`src/rtl/stack_push_seq_pkg.sv`:
```
// Shared CPU definitions for the stack push sequencer:
// push-mode codes, FSM state encoding and processor-status bit indices.
package stack_push_seq_pkg;

    // Push types carried on the 3-bit mode input
    localparam logic [2:0] PUSH_PHA = 3'b000;
    localparam logic [2:0] PUSH_PHP = 3'b001;
    localparam logic [2:0] PUSH_JSR = 3'b010;
    localparam logic [2:0] PUSH_BRK = 3'b011;
    localparam logic [2:0] PUSH_IRQ = 3'b100;
    localparam logic [2:0] PUSH_NMI = 3'b101;

    // P register bit positions
    localparam int unsigned FLAG_B = 4;
    localparam int unsigned FLAG_U = 5;

    typedef enum logic [1:0] {
        ST_IDLE   = 2'd0,
        ST_PUSH_H = 2'd1,
        ST_PUSH_L = 2'd2,
        ST_PUSH_P = 2'd3
    } state_t;

    // Modes 110/111 are reserved and never start a sequence
    function automatic logic mode_valid(input logic [2:0] m);
        return m <= PUSH_NMI;
    endfunction

endpackage

```
`src/rtl/stack_push_seq_byte_sel.sv`:
```
// push_byte_sel: combinational byte selector for the stack push sequencer.
// Ports:
//   state      in   current sequencer state
//   mode       in   latched push type
//   acc        in   latched accumulator
//   flags      in   latched processor status
//   pcl, pch   in   latched return-address bytes
//   data_write out  byte to place on the write bus (0 in IDLE)
module push_byte_sel
    import stack_push_seq_pkg::*;
#(
    parameter int unsigned DATA_W = 8
) (
    input  state_t              state,
    input  logic [2:0]          mode,
    input  logic [DATA_W-1:0]   acc,
    input  logic [DATA_W-1:0]   flags,
    input  logic [DATA_W-1:0]   pcl,
    input  logic [DATA_W-1:0]   pch,
    output logic [DATA_W-1:0]   data_write
);

    logic [DATA_W-1:0] p_byte;

    // Pushed P: U always set, B set only for software pushes (PHP/BRK)
    always_comb begin
        p_byte         = flags;
        p_byte[FLAG_U] = 1'b1;
        p_byte[FLAG_B] = (mode == PUSH_PHP) || (mode == PUSH_BRK);
    end

    always_comb begin
        data_write = '0;
        case (state)
            ST_PUSH_H: data_write = pch;
            ST_PUSH_L: data_write = pcl;
            ST_PUSH_P: data_write = (mode == PUSH_PHA) ? acc : p_byte;
            default:   data_write = '0;
        endcase
    end

endmodule

```
`src/rtl/stack_push_seq.sv`:
```
// stack_push_seq: multi-cycle stack write sequencer for PHA/PHP/JSR/BRK/IRQ/NMI.
// Ports:
//   clk, rst_n          clock, synchronous active-low reset
//   start, mode         one-cycle request and push type (sampled in IDLE)
//   acc, flags, pcl,
//   pch, sp_in          operands, latched on an accepted start
//   rdy                 memory ready; low stalls the current byte
//   data_write, addr,
//   we                  stack write bus
//   sp_out              live stack pointer
//   busy, done          sequence active / final byte accepted (done follows rdy)
module stack_push_seq
    import stack_push_seq_pkg::*;
#(
    parameter int unsigned      DATA_W     = 8,
    parameter int unsigned      ADDR_W     = 16,
    parameter logic [DATA_W-1:0] STACK_PAGE = DATA_W'(1)
) (
    input  logic                clk,
    input  logic                rst_n,
    input  logic                start,
    input  logic [2:0]          mode,
    input  logic [DATA_W-1:0]   acc,
    input  logic [DATA_W-1:0]   flags,
    input  logic [DATA_W-1:0]   pcl,
    input  logic [DATA_W-1:0]   pch,
    input  logic [DATA_W-1:0]   sp_in,
    input  logic                rdy,
    output logic [DATA_W-1:0]   data_write,
    output logic [ADDR_W-1:0]   addr,
    output logic                we,
    output logic [DATA_W-1:0]   sp_out,
    output logic                busy,
    output logic                done
);

    state_t            state_q, state_d;
    logic [2:0]        mode_q;
    logic [DATA_W-1:0] acc_q, flags_q, pcl_q, pch_q, sp_q;
    logic              launch;
    logic              accept;

    assign launch = (state_q == ST_IDLE) && start && mode_valid(mode);

    // State register, operand latches and stack pointer
    always_ff @(posedge clk) begin
        if (!rst_n) begin
            state_q <= ST_IDLE;
            mode_q  <= '0;
            acc_q   <= '0;
            flags_q <= '0;
            pcl_q   <= '0;
            pch_q   <= '0;
            sp_q    <= '0;
        end else begin
            state_q <= state_d;
            if (launch) begin
                mode_q  <= mode;
                acc_q   <= acc;
                flags_q <= flags;
                pcl_q   <= pcl;
                pch_q   <= pch;
                sp_q    <= sp_in;
            end else if (accept) begin
                sp_q <= sp_q - DATA_W'(1);
            end
        end
    end

    // Next-state and write-control decode
    always_comb begin
        state_d = state_q;
        we      = 1'b0;
        busy    = 1'b0;
        accept  = 1'b0;
        done    = 1'b0;
        case (state_q)
            ST_IDLE: begin
                if (launch) begin
                    state_d = ((mode == PUSH_PHA) || (mode == PUSH_PHP)) ? ST_PUSH_P : ST_PUSH_H;
                end
            end
            ST_PUSH_H: begin
                we     = 1'b1;
                busy   = 1'b1;
                accept = rdy;
                if (rdy) state_d = ST_PUSH_L;
            end
            ST_PUSH_L: begin
                we     = 1'b1;
                busy   = 1'b1;
                accept = rdy;
                // JSR ends after the low return-address byte
                if (rdy) begin
                    if (mode_q == PUSH_JSR) begin
                        state_d = ST_IDLE;
                        done    = 1'b1;
                    end else begin
                        state_d = ST_PUSH_P;
                    end
                end
            end
            ST_PUSH_P: begin
                we     = 1'b1;
                busy   = 1'b1;
                accept = rdy;
                if (rdy) begin
                    state_d = ST_IDLE;
                    done    = 1'b1;
                end
            end
            default: state_d = ST_IDLE;
        endcase
    end

    push_byte_sel #(
        .DATA_W (DATA_W)
    ) u_byte_sel (
        .state      (state_q),
        .mode       (mode_q),
        .acc        (acc_q),
        .flags      (flags_q),
        .pcl        (pcl_q),
        .pch        (pch_q),
        .data_write (data_write)
    );

    assign addr   = ADDR_W'({STACK_PAGE, sp_q});
    assign sp_out = sp_q;

endmodule

```
`config.mk`:
```
export PLATFORM = sky130hd
export DESIGN_NAME = stack_push_seq
export DESIGN_NICKNAME = d
export VERILOG_FILES = /design/src/rtl/stack_push_seq_pkg.sv /design/src/rtl/stack_push_seq_byte_sel.sv /design/src/rtl/stack_push_seq.sv
export SDC_FILE = /design/constraint.sdc
export NUM_CORES = 1
export LEC_CHECK = 0
export BUFFER_PORTS_ARGS = -buffer_cell sky130_fd_sc_hd__clkbuf_2
export CAP_MARGIN = 20
export CORE_UTILIZATION = 42
export CTS_BUF_LIST = sky130_fd_sc_hd__clkbuf_8
export DETAILED_ROUTE_END_ITERATION = 10
export HOLD_SLACK_MARGIN = 0.1
export PLACE_DENSITY = 0.73
export SYNTH_ARGS = -nofsm -noshare
export SYNTH_HDL_FRONTEND = slang
export SYNTH_SLANG_ARGS = --single-unit
```
`constraint.sdc`:
```
create_clock -name clk -period 1.4 [get_ports clk]
set_input_delay 0.07 -clock clk [delete_from_list [all_inputs] [get_ports clk]]
set_output_delay 0.07 -clock clk [all_outputs]
set_load 0.02 [all_outputs]
```
---- Word level (Yosys, flattened, before mapping) ----
Cells that the tools add are included.
word-level totals
  output and inout bits ................... 35
  word-level logic and storage cells ...... 47
  bits of input ports ..................... 47
  bits in registers ....................... 45
operators by class
  mux-type cells .......................... 17
  equal/unequal tests ..................... 11
  magnitude comparators ................... 1
  add/subtract/negate cells ............... 1
  reductions and logical operators ........ 10
operators with widths
  operator                                               count
  two-way mux 8 bit                                      3
  case mux 8 bit (3 select lines)                        1
  two-way mux 2 bit                                      6
  != test 2 bit, second input constant                   4
  case mux 2 bit (4 select lines)                        1
  subtractor 8 x 1 -> 8 bit, second input constant       1
  == test 3 x 1 -> 1 bit, second input constant          2
  == test 3 x 2 -> 1 bit, second input constant          2
  logical NOT 3 bit                                      2
  two-way mux 1 bit                                      5
  == test 2 bit, second input constant                   2
  AND reduction 4 bit                                    1
  less-or-equal comparator 3 bit, second input constant  1
  OR reduction 3 bit                                     1
  == test 2 x 1 -> 1 bit, second input constant          1
  logical AND 1 bit                                      2
  logical NOT 2 bit                                      1
  logical OR 1 bit                                       2
  case mux 1 bit (2 select lines)                        1
  nonzero test 2 bit                                     1

---- Longest topological paths before layout ----
Gate-level depths: netlist of run 1.
  word-level depth ........................ 5
  depth in mapped cells ................... 7
  mapped depth without buffers ............ 6

---- Modules after synthesis ----
Synthesis of run 1 repeated with hierarchy kept, for this count alone.
second synthesis, totals
  cells, all modules ...................... 275
  area total of the unflattened synthesis .. 2122.0 µm²
modules (own cells, without submodules)
  module          cells each  area an instance (µm²)  seq. area each (µm²)  instances
  stack_push_seq  242         1889.3                  900.9                 1
  push_byte_sel   33          232.7                   0.0                   1

---- Least setup slack after synthesis of run 1 ----
OpenSTA, ideal clock, no wires.
  path type ............................... register to register
  start ................................... register sp_q[0] (netlist: sp_out[0])
  end ..................................... register sp_q[6] (netlist: sp_out[6])
  arrival time ............................ 1332 ps
  stages on the path, launching flop included .. 7
  data required time ...................... 1284 ps
  library setup time ...................... 116 ps
  period minus slack after synthesis ...... 1447 ps
  slack ................................... -47 ps
  path buffers ............................ 0
  cell sequence ........................... dfxtp_1 inv_1 ha_1 inv_1 nor3_1 a211o_1 and3_1
on the way
  cells in the longest elaborated chain, start to end .. 3
RTL lines
  element                    RTL line              text
  start: declaration         stack_push_seq.sv:39  logic [DATA_W-1:0] acc_q, flags_q, pcl_q, pch_q, sp_q;
  start signal: assignment   stack_push_seq.sv:63  sp_q <= sp_in;
  start signal: assignment   stack_push_seq.sv:65  sp_q <= sp_q - DATA_W'(1);
  subtractor 8 x 1 -> 8 bit  stack_push_seq.sv:65
  two-way mux 8 bit          stack_push_seq.sv:64  end else if (accept) begin
  two-way mux 8 bit          stack_push_seq.sv:57  if (launch) begin
Every way passes these cells. The select of a mux whose other input is x is not followed.
A chain may end at the register's enable or synchronous reset.

---- Worst setup path in the final report of run 1 ----
  start ................................... register mode_q[0]
  end ..................................... output data_write[7]
on the way
  cells in the longest elaborated chain, start to end .. 3
RTL lines
  element                          RTL line                       text
  start: declaration               stack_push_seq.sv:38           logic [2:0] mode_q;
  start signal: assignment         stack_push_seq.sv:58           mode_q <= mode;
  logical NOT 3 bit                stack_push_seq_byte_sel.sv:37  ST_PUSH_P: data_write = (mode == PUSH_PHA) ? acc : p_byte;
  two-way mux 8 bit                stack_push_seq_byte_sel.sv:37
  case mux 8 bit (3 select lines)  stack_push_seq_byte_sel.sv:34  case (state)
  end: declaration                 stack_push_seq.sv:29           output logic [DATA_W-1:0] data_write,
Every way passes these cells.

==> results of run 1 <==
-- path summary, 6_finish.rpt --
path	start	to	slack, ns	depth (start not counted)
max	mode_q[0]	data_write[7]	-0.22	5
min	rdy	state_q[1]	0.17	3
max reg2reg	state_q[0]	sp_out[5]	0.04	6
min reg2reg	pch_q[3]	pch_q[3]	0.46	2
-- kinds of logic (layout without fill, tap and decap cells) --
| logic type | Yosys count | after routing |
|---|---|---|
| simple gates | 122 | 122 |
| compound gates | 71 | 71 |
| flops | 43 | 43 |
| buf+inv | 41 | 143 |
| xor+xnor | 3 | 3 |
| other cells | 2 | 8 |
| mux | 2 | 2 |
| fa+ha+maj | 1 | 1 |
-- worst min-delay path, delay by kind of cell --
family	cells	cell delay (ns)
AO/OA/AOI/OAI	1	0.09
AND/OR/NAND/NOR	1	0.12
buffers and inverters	1	0.14
-- synth_stat cells (2+ instances only) --
cell and instances:
sky130_fd_sc_hd__mux2i_1 2, sky130_fd_sc_hd__a221oi_1 2, sky130_fd_sc_hd__clkbuf_1 11, sky130_fd_sc_hd__nand3_1 2
sky130_fd_sc_hd__o22ai_1 6, sky130_fd_sc_hd__buf_2 2, sky130_fd_sc_hd__a21oi_1 40, sky130_fd_sc_hd__nand2b_1 2
sky130_fd_sc_hd__nor3_1 7, sky130_fd_sc_hd__buf_8 2, sky130_fd_sc_hd__o21ai_0 12, sky130_fd_sc_hd__buf_4 20
sky130_fd_sc_hd__conb_1 2, sky130_fd_sc_hd__xor2_1 3, sky130_fd_sc_hd__nand2_1 89, sky130_fd_sc_hd__a21oi_2 4
sky130_fd_sc_hd__inv_1 5, sky130_fd_sc_hd__dfxtp_1 43, sky130_fd_sc_hd__nor2_1 10, sky130_fd_sc_hd__and3_1 7
-- state kept, by name, indices dropped and copies added (netlist names) --
name	cells
mode_q	3
acc_q	8
pcl_q	8
state_q	2
flags_q	6
sp_out	8
pch_q	8
-- placed cells by master, fill, tap and decap left out, types with 3 or more instances in the layout --
cell type	count
sky130_fd_sc_hd__buf_12	3
sky130_fd_sc_hd__nor3_1	5
sky130_fd_sc_hd__nor2_1	10
sky130_fd_sc_hd__o21ai_1	3
sky130_fd_sc_hd__xor2_1	3
sky130_fd_sc_hd__buf_4	17
sky130_fd_sc_hd__clkbuf_2	60
sky130_fd_sc_hd__and3_1	6
sky130_fd_sc_hd__clkbuf_8	5
sky130_fd_sc_hd__a21oi_2	6
sky130_fd_sc_hd__conb_1	8
sky130_fd_sc_hd__dfxtp_2	5
sky130_fd_sc_hd__dfxtp_1	36
sky130_fd_sc_hd__nand2_1	88
sky130_fd_sc_hd__inv_1	6
sky130_fd_sc_hd__dlygate4sd3_1	41
sky130_fd_sc_hd__buf_6	5
sky130_fd_sc_hd__a21oi_1	38
sky130_fd_sc_hd__o22ai_1	4
sky130_fd_sc_hd__o21ai_0	9
-- through the flow --
stage               area, µm²  instances
floorplan                2132        291
global placement         2489        410
detailed placement       2489        410
CTS                      3022        459
global route             3147        460
finish                   3147        460
-- routing by layer --
metal  global-route usage [%]  vias up  share of wire [%]
met5                        0        -                  0
met4                    10.46        0                2.3
met3                    4.144       12                4.9
met2                    36.03       75                 48
met1                    27.09     1008                 45
li1                         -     1137                  -
-- power breakdown --
group / switching [mW] / internal, mW / total, mW / leakage (nW)
clock: 0.419 / 0.336 / 0.755 / 0.0505
combinational: 0.658 / 0.585 / 1.24 / 0.941
sequential: 0.117 / 1.35 / 1.47 / 0.356
total: 1.19 / 2.27 / 3.47 / 1.35
-- area by class of cell --
cell class	count	area, µm²
sequential	43	874.6
multi-input combinational	207	1074
inverter	5	18.77
tap	67	83.83
fill	421	1639
timing repair buffer	130	1015
clock inverter	3	12.51
clock buffer	5	68.82
-- repair_timing --
action | 4_1_cts | 5_1_grt
resized for setup | 16 | 43
cloned | 0 | 1
hold endpoints to repair | 40 | 0
setup endpoints to repair | 12 | 51
pin swaps | 17 | 7
hold buffers | 41 | 0
==> impl_metrics.tcl, run 1 <==
set metrics [dict create \
    number_of_enable_flip_flop_cells_after_synthesis 0 \
    clock_sinks 43 \
    grt_pass1_wl_um 8749 \
    maxSlewViolCount 0 \
    syn_area_um2 2103 \
    synth_largest_area_cell "sky130_fd_sc_hd__dfxtp_1" \
    synth-xor-area-share_pct 1.249 \
    finalClockSkew_ns 0.009207 \
    detailedRoute.firstIterationViolations 172 \
    hold_ws_ns 0.1747 \
    cts_buffer_depth 2 \
    fin_crit_ns 1.620 \
    outcome "finished, violations left" \
    chipHeight_um 72.77 \
    critPathArrivalTime_ns 1.55 \
    grt_use_total_pct 21.71 \
    cap_viol_max_count 0 \
    syn_to_final_growth_pct 49.61 \
    synth_compound_area_share_pct 19.63 \
    drcViolationCount 0 \
    cts_inserted_buffers 5 \
    route.antenna.remaining_nets 0 \
    min_period_over_period_pct 115.7 \
    syn_avg_cell_area_um2 7.380 \
    postSynth.topFlopCell "sky130_fd_sc_hd__dfxtp_1" \
    end_of_flow_core_utilization_pct 65.75 \
    starting_density_pct 43.95 \
    setup_tns_ns -1.392 \
    post_drt_wl_per_cell_um 12.36 \
    synthDominantCellAreaShare_pct 40.93 \
    critical_path_required_ns 1.33 \
    syn-instance-count 285 \
    initial_antenna_violation_count 0 \
    htreeDepth 2 \
    post_cts.repair.setup_buffers 0 \
    final_critical_path_setup_slack_ns -0.2204 \
    final_power_mw 3.467 \
    critical_path.top_delay_family "simple AND/OR/NAND/NOR gates" \
    synth_adder_area_share_pct 0.5949 \
    setup_viol 8 \
    tritoncts "yes" \
    power.density_nw_per_um2 1102 \
    violations "setup timing" \
    die_w_um 72.77 \
    timing.critical_path.cells "or3_4 -> nand2_1 -> and3_1 -> o22ai_1 -> buf_4" \
    vias_in_the_first_global_route 1967 \
    synthMuxAreaShare_pct 0.9518 \
    crit_path_end_kind "output pin" \
    design.portCount 82 \
    grt_setup_unrepaired "yes" \
    rows 25 \
    detail_route.wirelength_um 5684 \
    insertedDiodeCount 0 \
    irDropWorstVdd_mv 0.6773 \
    total_nets_final 440 \
    yosysWarningCount 0 \
    ys_async_sr_fraction_pct 0 \
    globalRoute.totalOverflow 0 \
    fmaxAchievable_ghz 0.6171 \
    synth_area_leaders "sky130_fd_sc_hd__dfxtp_1 41%, sky130_fd_sc_hd__nand2_1 16%, sky130_fd_sc_hd__a21oi_1 9.5%" \
    ys_seq_area_share_pct 40.93 \
    power.static_leakage_nw 1.347 \
    dr.pass1.iters 4 \
    drive_above_1_share_pct 31.04 \
    worst_setup_timing_slack_at_the_placement_stage_ns -0.008683 \
    vias_per_cell 4.852 \
    cts.reportedPaths.clkPinSlew_ns 0.08 \
    worst_skew_pair.late_latency_ns 0.30 \
    final-hold-violation-count 0 \
    critical_path_class "reg2out" \
    core_area_um2 4786 \
    io_buffers 71 \
    synthSimpleGateAreaFrac_pct 24.21 \
    dominant_combinational_cell_family_by_area_after_synthesis "simple AND/OR/NAND/NOR gates" \
    synth.ff_latch_count 43 \
    die-area_um2 5295 \
    hp-class "in2reg" \
    dpl.hpwl_um 3557 \
    vias 2232 \
    clk_root_buffer_cell "sky130_fd_sc_hd__clkbuf_8" \
    crit_fanout 7 \
    worstPathBufferInverterCount 1 \
    largest_net_degree_at_the_start_of_global_routing 40 \
    synth.distinct_cells 34 \
    setup.worst_path.start_class "flop" \
    crit_slowest_cell "sky130_fd_sc_hd__or3_4" \
    critPathMaxStageDelay_ns 0.43 \
    gp_congestion 0.7970 \
]
No activity file was read; power rests on OpenSTA's default activity.
==> run 2: changes to the inputs <==
--- a/config.mk
+++ b/config.mk
@@ -7,11 +7,13 @@
 export LEC_CHECK = 0
 export BUFFER_PORTS_ARGS = -buffer_cell sky130_fd_sc_hd__clkbuf_2
 export CAP_MARGIN = 20
+export CORE_ASPECT_RATIO = 1.2
 export CORE_UTILIZATION = 42
 export CTS_BUF_LIST = sky130_fd_sc_hd__clkbuf_8
 export DETAILED_ROUTE_END_ITERATION = 10
 export HOLD_SLACK_MARGIN = 0.1
 export PLACE_DENSITY = 0.73
+export SETUP_SLACK_MARGIN = 0.2
 export SYNTH_ARGS = -nofsm -noshare
 export SYNTH_HDL_FRONTEND = slang
 export SYNTH_SLANG_ARGS = --single-unit
==> impl_metrics.tcl, run 2 (synthesis results as in run 1) <==
set metrics [dict create \
    outcome "finished, violations left" \
    violations "setup timing" \
    critPathMaxStageDelay_ns 0.43 \
    clk_root_buffer_cell "sky130_fd_sc_hd__clkbuf_8" \
    post_drt_wl_per_cell_um 22.50 \
    critPathArrivalTime_ns 1.70 \
    tritoncts "yes" \
    io_buffers 71 \
    crit_path_end_kind "output pin" \
    final-hold-violation-count 0 \
    setup_viol 51 \
    globalRoute.totalOverflow 0 \
    hp-class "in2reg" \
    multiInputGateArea_um2 1683 \
    reg2reg_setup_slack_ns -0.28 \
    setup.worst_path.start_class "flop" \
    drcViolationCount 0 \
    core_area_um2 4696 \
    irDropWorstVdd_mv 0.8908 \
    starting_density_pct 44.79 \
    critical_path_required_ns 1.33 \
    layout.cells.most_common "sky130_fd_sc_hd__clkbuf_2" \
    dp_cells 396 \
    worstReg2RegStart "state_q[1]" \
    detail_route.wirelength_um 10600 \
    fmaxAchievable_ghz 0.5658 \
    rows 27 \
    min_delay_worst_endpoint "sp_out[6]" \
    drive_above_1_share_pct 60.05 \
    min-delay-start "sp_in[6]" \
    power.density_nw_per_um2 1057 \
    layout.cells.most_common_list "61 x sky130_fd_sc_hd__clkbuf_2, 41 x sky130_fd_sc_hd__dlygate4sd3_1, 39 x sky130_fd_sc_hd__a21oi_2, 37 x sky130_fd_sc_hd__nand2_4, 37 x sky130_fd_sc_hd__dfxtp_1" \
    syn_to_final_growth_pct 102.1 \
    power.static_leakage_nw 1.840 \
    cts.reportedPaths.clkPinSlew_ns 0.08 \
    htreeDepth 2 \
    fillCellCount 183 \
    cts_buffer_depth 2 \
    worst-r2r-cell-count 8 \
    dpl.hpwl_um 3606 \
    grt_use_total_pct 32.56 \
    total_nets_final 461 \
    die-area_um2 5296 \
    cap_viol_max_count 0 \
    vias_in_the_first_global_route 2481 \
    r2r-end "acc_q[1]" \
    die_w_um 66.60 \
    grt_pass1_wl_um 12440 \
    route.antenna.remaining_nets 0 \
    min_period_over_period_pct 126.2 \
    worst_hold_path.num_cells 4 \
    clock_sinks 43 \
    final_critical_path_setup_slack_ns -0.3674 \
    insertedDiodeCount 0 \
    dr.pass1.iters 4 \
    final-seq-area_um2 880.8 \
    finalClockSkew_ns 0.003503 \
    worst_skew_pair.late_latency_ns 0.31 \
    chipHeight_um 79.52 \
    detailedRoute.firstIterationViolations 215 \
    largest_net_degree_at_the_start_of_global_routing 28 \
    worst_setup_timing_slack_at_the_placement_stage_ns -0.02587 \
    cts_inserted_buffers 5 \
    final-instance-count-excl-fill 471 \
    critical_path_class "reg2out" \
    maxSlewViolCount 0 \
    design.portCount 82 \
    fin_crit_ns 1.767 \
    timing.critical_path.cells "or3_4 -> nand2_2 -> and3_4 -> o22ai_4 -> buf_8" \
    grt_setup_unrepaired "yes" \
    crit_fanout 7 \
    setup_tns_ns -9.980 \
    vias_per_cell 5.803 \
    gp_congestion 0.7975 \
    vias 2733 \
    crit_slowest_cell "sky130_fd_sc_hd__or3_4" \
    initial_antenna_violation_count 0 \
]
run 2: cell count changes in the layout (fill, tap and decap cells not counted), sizes merged:
cell	change
clkinv	-1
buf	+18
clkbuf	+3
run 2: worst max-delay path by stage:
stage	startpoint	end	slack [ns]	cells past startpoint
after floorplan	state_q[1]	sp_out[6]	0.15	5
after global placement	mode_q[1]	data_write[0]	0.007	5
after detailed placement	mode_q[1]	data_write[3]	-0.03	5
after CTS	mode_q[0]	data_write[3]	-0.22	5
after global routing	mode_q[1]	data_write[0]	-0.37	5
final	mode_q[1]	data_write[0]	-0.37	5
run 2: stage by stage:
stage	util, %	power [mW]	hold WS (ns)	cell area (µm²)
floorplan	-	2.270	0.2060	2220
global placement	53.37	2.483	0.2930	2506
detailed placement	53.37	2.499	0.2983	2506
CTS	81.53	4.011	0.1617	3829
global route	90.54	4.631	0.1912	4252
finish	90.54	4.496	0.1931	4252
run 2: critical path: cells and delay by family (launching register included):
kind,cells,cell delay [ns]
compound gates,1,0.08
buf+inv,1,0.15
flops,1,0.37
simple gates,3,0.79
run 2: metal layers:
metal / wire (µm) / GRT usage, %
met1: 3575 / 36.54
met2: 5217 / 55.96
met3: 932 / 6.143
met4: 871 / 19.15
met5: 0 / 0
run 2: cell type report:
class	count	share of cell area [%]
multi-input cells	207	39.58
repair buffers	151	35.76
flip-flops and latches	43	20.72
well taps	58	1.707
clock buffers	5	1.619
inverters	5	0.4414
clock inverters	2	0.1766
run 2: power by group:
| group | internal (mW) | total [mW] | leakage (nW) | switching [mW] |
|---|---|---|---|---|
| Combinational | 1.07 | 2.18 | 1.44 | 1.11 |
| Sequential | 1.35 | 1.53 | 0.356 | 0.179 |
| Clock | 0.330 | 0.781 | 0.0466 | 0.451 |
run 2: repair_timing:
action	CTS	global route
hold buffers	41	0
hold endpoints to repair	40	0
cloned	11	1
setup buffers	9	6
resized for setup	126	97
pin swaps	61	55
setup endpoints to repair	53	54
